`src/rtl/dmem_arbiter_pkg.sv`:
```
// Shared state encoding and default parameters for the data-memory arbiter.
package dmem_arbiter_pkg;

  typedef enum logic {
    ARB_IDLE = 1'b0,
    ARB_DBG  = 1'b1
  } arb_state_e;

  localparam int DEF_DATA_WIDTH   = 32;
  localparam int DEF_DBG_AW       = 16;
  localparam int DEF_STARVE_LIMIT = 8;

  function automatic int cnt_width(input int limit);
    return $clog2(limit + 1);
  endfunction

endpackage

```
`src/rtl/dmem_arbiter_starve_counter.sv`:
```
// Saturating count of cycles a debug request has waited behind the core.
// hit flags that the next increment reaches the forced-grant threshold.
module dmem_arbiter_starve_counter
  import dmem_arbiter_pkg::*;
#(
  parameter int LIMIT = DEF_STARVE_LIMIT
) (
  input  logic clk,
  input  logic reset,
  input  logic clr,
  input  logic inc,
  output logic hit
);

  localparam int            CW      = cnt_width(LIMIT);
  localparam logic [CW-1:0] SAT_VAL = CW'(LIMIT);
  localparam logic [CW-1:0] HIT_VAL = CW'(LIMIT - 1);

  logic [CW-1:0] cnt_q, cnt_d, cnt_inc;

  always_comb begin
    cnt_inc = (cnt_q == SAT_VAL) ? cnt_q : cnt_q + 1'b1;
    hit     = (cnt_inc >= HIT_VAL);
    cnt_d   = cnt_q;
    if (clr)      cnt_d = '0;
    else if (inc) cnt_d = cnt_inc;
  end

  always_ff @(posedge clk) begin
    if (reset) cnt_q <= '0;
    else       cnt_q <= cnt_d;
  end

endmodule

```
`src/rtl/dmem_arbiter.sv`:
```
// Shares the single-port data memory between the core M stage and a debug port.
//   state    | meaning
//   ARB_IDLE | core owns memory; debug request waits or is counted
//   ARB_DBG  | one-cycle debug access; a core access this cycle is stalled
module dmem_arbiter
  import dmem_arbiter_pkg::*;
#(
  parameter int DATA_WIDTH   = DEF_DATA_WIDTH,
  parameter int DBG_AW       = DEF_DBG_AW,
  parameter int STARVE_LIMIT = DEF_STARVE_LIMIT
) (
  input  logic                  clk,
  input  logic                  reset,
  input  logic                  cpu_en,
  input  logic                  cpu_we,
  input  logic [31:0]           cpu_addr,
  input  logic [DATA_WIDTH-1:0] cpu_wdata,
  output logic [DATA_WIDTH-1:0] cpu_rdata,
  output logic                  cpu_stall,
  input  logic                  dbg_req,
  input  logic                  dbg_we,
  input  logic [DBG_AW-1:0]     dbg_addr,
  input  logic [DATA_WIDTH-1:0] dbg_wdata,
  output logic                  dbg_gnt,
  output logic                  dbg_rvalid,
  output logic [DATA_WIDTH-1:0] dbg_rdata,
  output logic                  mem_we,
  output logic [31:0]           mem_addr,
  output logic [DATA_WIDTH-1:0] mem_wdata,
  input  logic [DATA_WIDTH-1:0] mem_rdata
);

  arb_state_e            state_q, state_d;
  logic                  rvalid_q, rvalid_d;
  logic [DATA_WIDTH-1:0] rdata_q, rdata_d;
  logic                  cnt_clr, cnt_inc, cnt_hit;
  logic                  in_dbg;

  dmem_arbiter_starve_counter #(.LIMIT(STARVE_LIMIT)) u_starve (
    .clk   (clk),
    .reset (reset),
    .clr   (cnt_clr),
    .inc   (cnt_inc),
    .hit   (cnt_hit)
  );

  assign in_dbg = (state_q == ARB_DBG);

  always_comb begin
    state_d = ARB_IDLE;
    cnt_clr = 1'b1;
    cnt_inc = 1'b0;
    if (state_q == ARB_IDLE && dbg_req) begin
      if (!cpu_en) begin
        state_d = ARB_DBG;
      end else begin
        cnt_clr = 1'b0;
        cnt_inc = 1'b1;
        if (cnt_hit) begin
          state_d = ARB_DBG;
          cnt_clr = 1'b1;
        end
      end
    end
  end

  // A request withdrawn during the debug slot performs no access.
  assign dbg_gnt   = in_dbg && dbg_req && !reset;
  assign cpu_stall = in_dbg && cpu_en && !reset;
  assign mem_we    = !reset && (in_dbg ? (dbg_gnt && dbg_we) : cpu_we);
  assign mem_addr  = in_dbg ? 32'(dbg_addr) : cpu_addr;
  assign mem_wdata = in_dbg ? dbg_wdata : cpu_wdata;
  assign cpu_rdata = mem_rdata;

  always_comb begin
    rvalid_d = dbg_gnt && !dbg_we;
    rdata_d  = rvalid_d ? mem_rdata : rdata_q;
  end

  assign dbg_rvalid = rvalid_q;
  assign dbg_rdata  = rdata_q;

  always_ff @(posedge clk) begin
    if (reset) begin
      state_q  <= ARB_IDLE;
      rvalid_q <= 1'b0;
      rdata_q  <= '0;
    end else begin
      state_q  <= state_d;
      rvalid_q <= rvalid_d;
      rdata_q  <= rdata_d;
    end
  end

endmodule

```
`config.mk`:
```
export PLATFORM = sky130hd
export DESIGN_NAME = dmem_arbiter
export DESIGN_NICKNAME = d
export VERILOG_FILES = /design/src/rtl/dmem_arbiter_pkg.sv /design/src/rtl/dmem_arbiter_starve_counter.sv /design/src/rtl/dmem_arbiter.sv
export SDC_FILE = /design/constraint.sdc
export NUM_CORES = 1
export LEC_CHECK = 0
export ABC_AREA = 1
export BUFFER_PORTS_ARGS = -buffer_cell sky130_fd_sc_hd__buf_2
export CORE_AREA = 2 2 110 112
export CTS_CLUSTER_SIZE = 40
export DETAILED_ROUTE_END_ITERATION = 8
export DIE_AREA = 0 0 112 114
export PLACE_DENSITY = 0.56
export SYNTH_ARGS = -nofsm -noshare
export SYNTH_HDL_FRONTEND = slang
export SYNTH_SLANG_ARGS = --single-unit
```
`constraint.sdc`:
```
create_clock -name clk -period 3.4 [get_ports clk]
set_clock_uncertainty 0.2 [all_clocks]
set_input_delay 0.68 -clock clk [delete_from_list [all_inputs] [get_ports clk]]
set_output_delay 0.68 -clock clk [all_outputs]
set_load 0.005 [all_outputs]
```
Yosys cells after proc, flatten, opt, wreduce, memory -nomap -nowiden
Index checks and enable logic that the tools add are counted.
{"block": "word_totals", "register_bits": 38, "in_bits": 150, "word_cells": 30}
{"block": "op_classes", "add_sub_neg": 1, "n_lt_le_gt_ge": 1, "n_eq_ne": 1, "muxes": 9, "n_bitwise": 2, "reduce_logical": 12}
{"operator": "32-bit two-way mux", "n": 2}
{"operator": "1-bit logical AND", "n": 8}
{"operator": "1-bit two-way mux", "n": 6}
{"operator": "4-bit by 1-bit adder with 4-bit output (second input constant)", "n": 1}
{"operator": "4-bit == test (second input constant)", "n": 1}
{"operator": "4-bit by 3-bit >= comparator with 1-bit output (second input constant)", "n": 1}
{"operator": "4-bit two-way mux", "n": 1}
{"operator": "2-bit OR reduction", "n": 2}
{"operator": "1-bit zero test", "n": 2}
{"operator": "1-bit inverter", "n": 2}

Longest topological paths before layout
{"block": "depth", "word_depth": 7, "mapped_depth": 9, "mapped_depth_nobuf": 9}

Cells and area by module
Synthesis repeated with hierarchy kept, for this count alone.
{"block": "unflattened", "hier_cells": 480, "hier_area_um2": 2698.8}
{"mod": "dmem_arbiter", "n_inst": 1, "cells_each": 442, "area_per_inst_um2": 2444.8}
{"mod": "dmem_arbiter_starve_counter", "n_inst": 1, "cells_each": 38, "area_per_inst_um2": 254.0}

Worst setup path after synthesis
OpenSTA, ideal clock, no wires.
{"block": "synth_path", "path_type": "in2out", "from": "input port reset", "to": "output port mem_we", "arrival_ns": 1.106, "setup_slack_ns": 1.414, "path_stages": 3, "cell_sequence": "nor3_4 > nand2_1 > a21oi_1"}
{"block": "synth_via", "elab_chain_len": 5}
{"item": "from (decl)", "line": "dmem_arbiter.sv:13", "source": "input logic reset,"}
{"item": "1-bit zero test *", "line": "dmem_arbiter.sv:68, dmem_arbiter.sv:70"}
{"item": "1-bit logical AND", "line": "dmem_arbiter.sv:68", "source": "assign dbg_gnt = in_dbg && dbg_req && !reset;"}
{"item": "1-bit logical AND", "line": "dmem_arbiter.sv:70", "source": "assign mem_we = !reset && (in_dbg ? (dbg_gnt && dbg_we) : cpu_we);"}
{"item": "1-bit two-way mux", "line": "dmem_arbiter.sv:70"}
{"item": "1-bit logical AND *", "line": "dmem_arbiter.sv:70"}
{"item": "to (decl)", "line": "dmem_arbiter.sv:27", "source": "output logic mem_we,"}
Mark *: on every way between the ends. The rest lies on a longest branch, timed or not.

Worst setup path in the final report
{"block": "layout_path", "from": "register state_q, in the netlist in_dbg", "to": "output port mem_we"}
{"block": "layout_via", "elab_chain_len": 5}
{"item": "from (decl)", "line": "dmem_arbiter.sv:33", "source": "arb_state_e state_q, state_d;"}
{"item": "from (signal assigned)", "line": "dmem_arbiter.sv:89", "source": "state_q <= state_d;"}
{"item": "1-bit logical AND (2 in a row)", "line": "dmem_arbiter.sv:68"}
{"item": "1-bit logical AND", "line": "dmem_arbiter.sv:70"}
{"item": "1-bit two-way mux *", "line": "dmem_arbiter.sv:70"}
{"item": "1-bit logical AND *", "line": "dmem_arbiter.sv:70"}
Marked as above.

==> impl_metrics.json <==
{
  "outcome": "completed",
  "timing.final.hold_violations": 0,
  "seq_area_frac_synth_pct": 31.8,
  "crit_start": "in_dbg$_SDFF_PP0_",
  "drc": 0,
  "dieHeight_um": 114,
  "clk_lat_worst_skew_ns": 0.27,
  "path_class": "flip-flop to primary output",
  "cts_setup_buffers": 0,
  "path_type_of_the_worst_min_delay_path": "flip-flop to flip-flop",
  "setup_slack_ns": 0.720,
  "cts.reportedPaths.clkPinSlew_ns": 0.06,
  "worst_setup_slack_before_clock_tree_synthesis_ns": 0.979,
  "r2r-start": "in_dbg$_SDFF_PP0_",
  "floorplan.initialDensity_pct": 20.4,
  "clk_root_buffer_cell": "sky130_fd_sc_hd__clkbuf_16",
  "dp_cells": 786,
  "holdWs_ns": 0.274,
  "instances_no_fill": 793,
  "ys_seq_elements": 38,
  "timing.hold.worst.start": "dbg_rdata[23]$_SDFFE_PP0P_",
  "final_antenna_net_count": 0,
  "gr-usage-all-layers_pct": 12.4,
  "worst_path_largest_cell_delay_ns": 0.62,
  "ys_warns": 0,
  "die_width_um": 112,
  "max-cap-violations": 0,
  "slew-limit-headroom_pct": 38.7,
  "detailedRoute.firstPassIterationCount": 4,
  "hpwl_after_detailed_placement_mm": 7.18,
  "tritoncts.num_buffers": 5,
  "share_of_total_power_in_combinational_logic_pct": 25.3,
  "report.final.slew_viol_count": 0,
  "cp_cell_sequence": "inv_2 > nand2_1 > a21oi_1 > buf_2",
  "setup_viol_count_final": 0,
  "rsz0062_at_grt": "no",
  "internal_power_mw": 0.875,
  "regToRegSetupSlack_ns": 1.39,
  "grt_first_pass_wirelength_mm": 12.8,
  "max_freq_mhz": 373,
  "worstSetupEndpointType": "primary output",
  "irDropWorstVdd_v": 0.000167,
  "worst_setup_path_start_kind": "flip-flop",
  "worst-r2r-cell-count": 5,
  "cts_num_sinks": 38,
  "core-area_mm2": 0.0117,
  "switching_share_pct": 27.4,
  "design.final.nets": 799,
  "seqPwrFrac_pct": 37.9,
  "sum_of_routed_wire_length_over_all_layers_mm": 9.11,
  "static-leakage-power_nw": 2.32,
  "core.rowCount": 40,
  "worst-slew-pin-transition_ns": 0.919,
  "drtIter0Drc": 125,
  "power.net_switching_mw": 0.331,
  "number_of_diodes": 0,
  "crit_slowest_cell": "sky130_fd_sc_hd__inv_2",
  "clock_tree.htree_level_count": 2,
  "num_vias": 3101,
  "critPathArrivalTime_ns": 1.80,
  "antenna_violations_before_repair": 0,
  "netlist_instances": 409,
  "largest_net_degree_at_the_start_of_global_routing": 67,
  "syn-cell-area_mm2": 0.00239,
  "power.clock.fraction_pct": 36.8,
  "power_dens_cells_mw_per_mm2": 317,
  "layout-area-overhead-vs-synth_pct": 59.0,
  "grt_pass1_vias": 2523,
  "post_synth.cell_area_avg_um2": 5.85,
  "yosysUniqueCellTypes": 21,
  "critical_path_peak_fanout": 51,
  "finalSetupTns_ns": 0,
  "cts_max_path_buffers": 2,
  "clock_tree_from_tritoncts": "built",
  "vias_per_instance": 3.91,
  "post_cts_resize_count": 0,
  "critical_path.reg2reg.endpoint": "u_starve.cnt_q[0]$_SDFFE_PP0P_",
  "port-buffer-count": 281,
  "capturing_element_of_the_worst_setup_path": "mem_we",
  "period_share_pct": 78.8,
  "worst-endpoint-required_ns": 2.52,
  "layout.core_utilization_pct": 32.5,
  "gpl.final_weighted_congestion": 0.765,
  "design.die.area_mm2": 0.0128,
  "pin_count": 282,
  "grt_remaining_overflow": 0,
  "fin_crit_ns": 2.68,
  "cts-hold-fix-buffers": 0,
  "layout-drive-gt1-share_pct": 45.5,
  "wire_per_inst_um": 11.5,
  "postSynthNetCount": 562
}
## layout make-up
class | count | area (µm²)
Multi-Input combinational cell | 290 | 1200
Sequential cell | 38 | 762
Clock buffer | 6 | 129
Tap cell | 147 | 184
Fill cell | 1372 | 7910
Clock inverter | 1 | 7.51
Inverter | 28 | 105
Timing Repair Buffer | 283 | 1420
## synthesized netlist by cell type, drive strengths merged
| master | instances | area share [%] |
|---|---|---|
| nand4 | 2 | 0.52 |
| nand2 | 155 | 24 |
| ha | 3 | 1.6 |
| inv | 28 | 4.4 |
| nor2 | 87 | 14 |
| a21oi | 1 | 0.21 |
| nand3 | 3 | 0.63 |
| conb | 1 | 0.16 |
| a21boi | 1 | 0.31 |
| o21ai | 33 | 6.9 |
| nor3 | 2 | 0.89 |
| dfxtp | 38 | 32 |
| xor2 | 2 | 0.73 |
| clkbuf | 16 | 2.5 |
| buf | 37 | 11 |
## placed cells by master, fill, tap and decap left out, types with 2 or more instances in the layout
cell | synthesis | final
sky130_fd_sc_hd__buf_2 | 1 | 281
sky130_fd_sc_hd__nand2_1 | 154 | 154
sky130_fd_sc_hd__nor2_1 | 87 | 87
sky130_fd_sc_hd__dfxtp_1 | 38 | 37
sky130_fd_sc_hd__inv_1 | 26 | 26
sky130_fd_sc_hd__o21ai_0 | 22 | 22
sky130_fd_sc_hd__o21ai_1 | 11 | 11
sky130_fd_sc_hd__clkbuf_16 | 0 | 5
sky130_fd_sc_hd__nand3_1 | 3 | 3
sky130_fd_sc_hd__ha_1 | 3 | 3
sky130_fd_sc_hd__inv_2 | 2 | 2
sky130_fd_sc_hd__xor2_1 | 2 | 2
sky130_fd_sc_hd__nand4_1 | 2 | 2
sky130_fd_sc_hd__buf_4 | 35 | 2
## registers in the layout, summed over array words and instances, names as in the netlist
name	flops
in_dbg	1
u_starve.cnt_q	4
dbg_rvalid	1
dbg_rdata	32
## critical path, delay by kind of cell (launching register included)
family                 cells  cell delay, ns
AND/OR/NAND/NOR            1            0.10
buffers and inverters      2            0.80
AO/OA/AOI/OAI              1            0.29
flip-flops                 1            0.32
## through the flow
stage | area, µm² | total power [mW]
global placement | 3670 | 0.774
floorplan | 2390 | 0.608
CTS | 3800 | 1.22
detailed placement | 3670 | 0.773
global route | 3800 | 1.29
finish | 3800 | 1.21
## worst min path at each step
stage / depth (start not counted) / slack [ns] / end
after floorplan: 2 / 0.28 / dbg_rdata[22]$_SDFFE_PP0P_
after global placement: 2 / 0.26 / dbg_rdata[19]$_SDFFE_PP0P_
after detailed placement: 2 / 0.27 / dbg_rdata[23]$_SDFFE_PP0P_
after CTS: 2 / 0.28 / dbg_rdata[23]$_SDFFE_PP0P_
after global routing: 2 / 0.30 / dbg_rdata[30]$_SDFFE_PP0P_
final: 2 / 0.27 / dbg_rdata[23]$_SDFFE_PP0P_
## cells by family after synthesis
| kind of cell | count (synthesis) | synth area share [%] |
|---|---|---|
| xor gates and xnor gates | 2 | 0.732 |
| buffers and inverters | 81 | 18.2 |
| and+or+nand+nor | 249 | 40.1 |
| other | 1 | 0.157 |
| AOI/OAI and AO/OA | 35 | 7.42 |
| adders and majority gates | 3 | 1.57 |
| DFF | 38 | 31.8 |
## power by group through the flow
stage,clock [mW],sequential (mW),combinational [mW]
floorplan,0,0.468,0.140
global placement,0,0.467,0.307
detailed placement,0,0.467,0.306
CTS,0.459,0.457,0.307
global route,0.486,0.458,0.342
finish,0.444,0.457,0.305
## layer usage
layer,track usage [%],vias up,wire length [µm]
li1,-,1667,-
met1,16.9,1305,4110
met2,20.4,124,4280
met3,3.56,5,689
met4,1.46,0,29
met5,0,-,0
No activity file was read; power rests on OpenSTA's default activity.
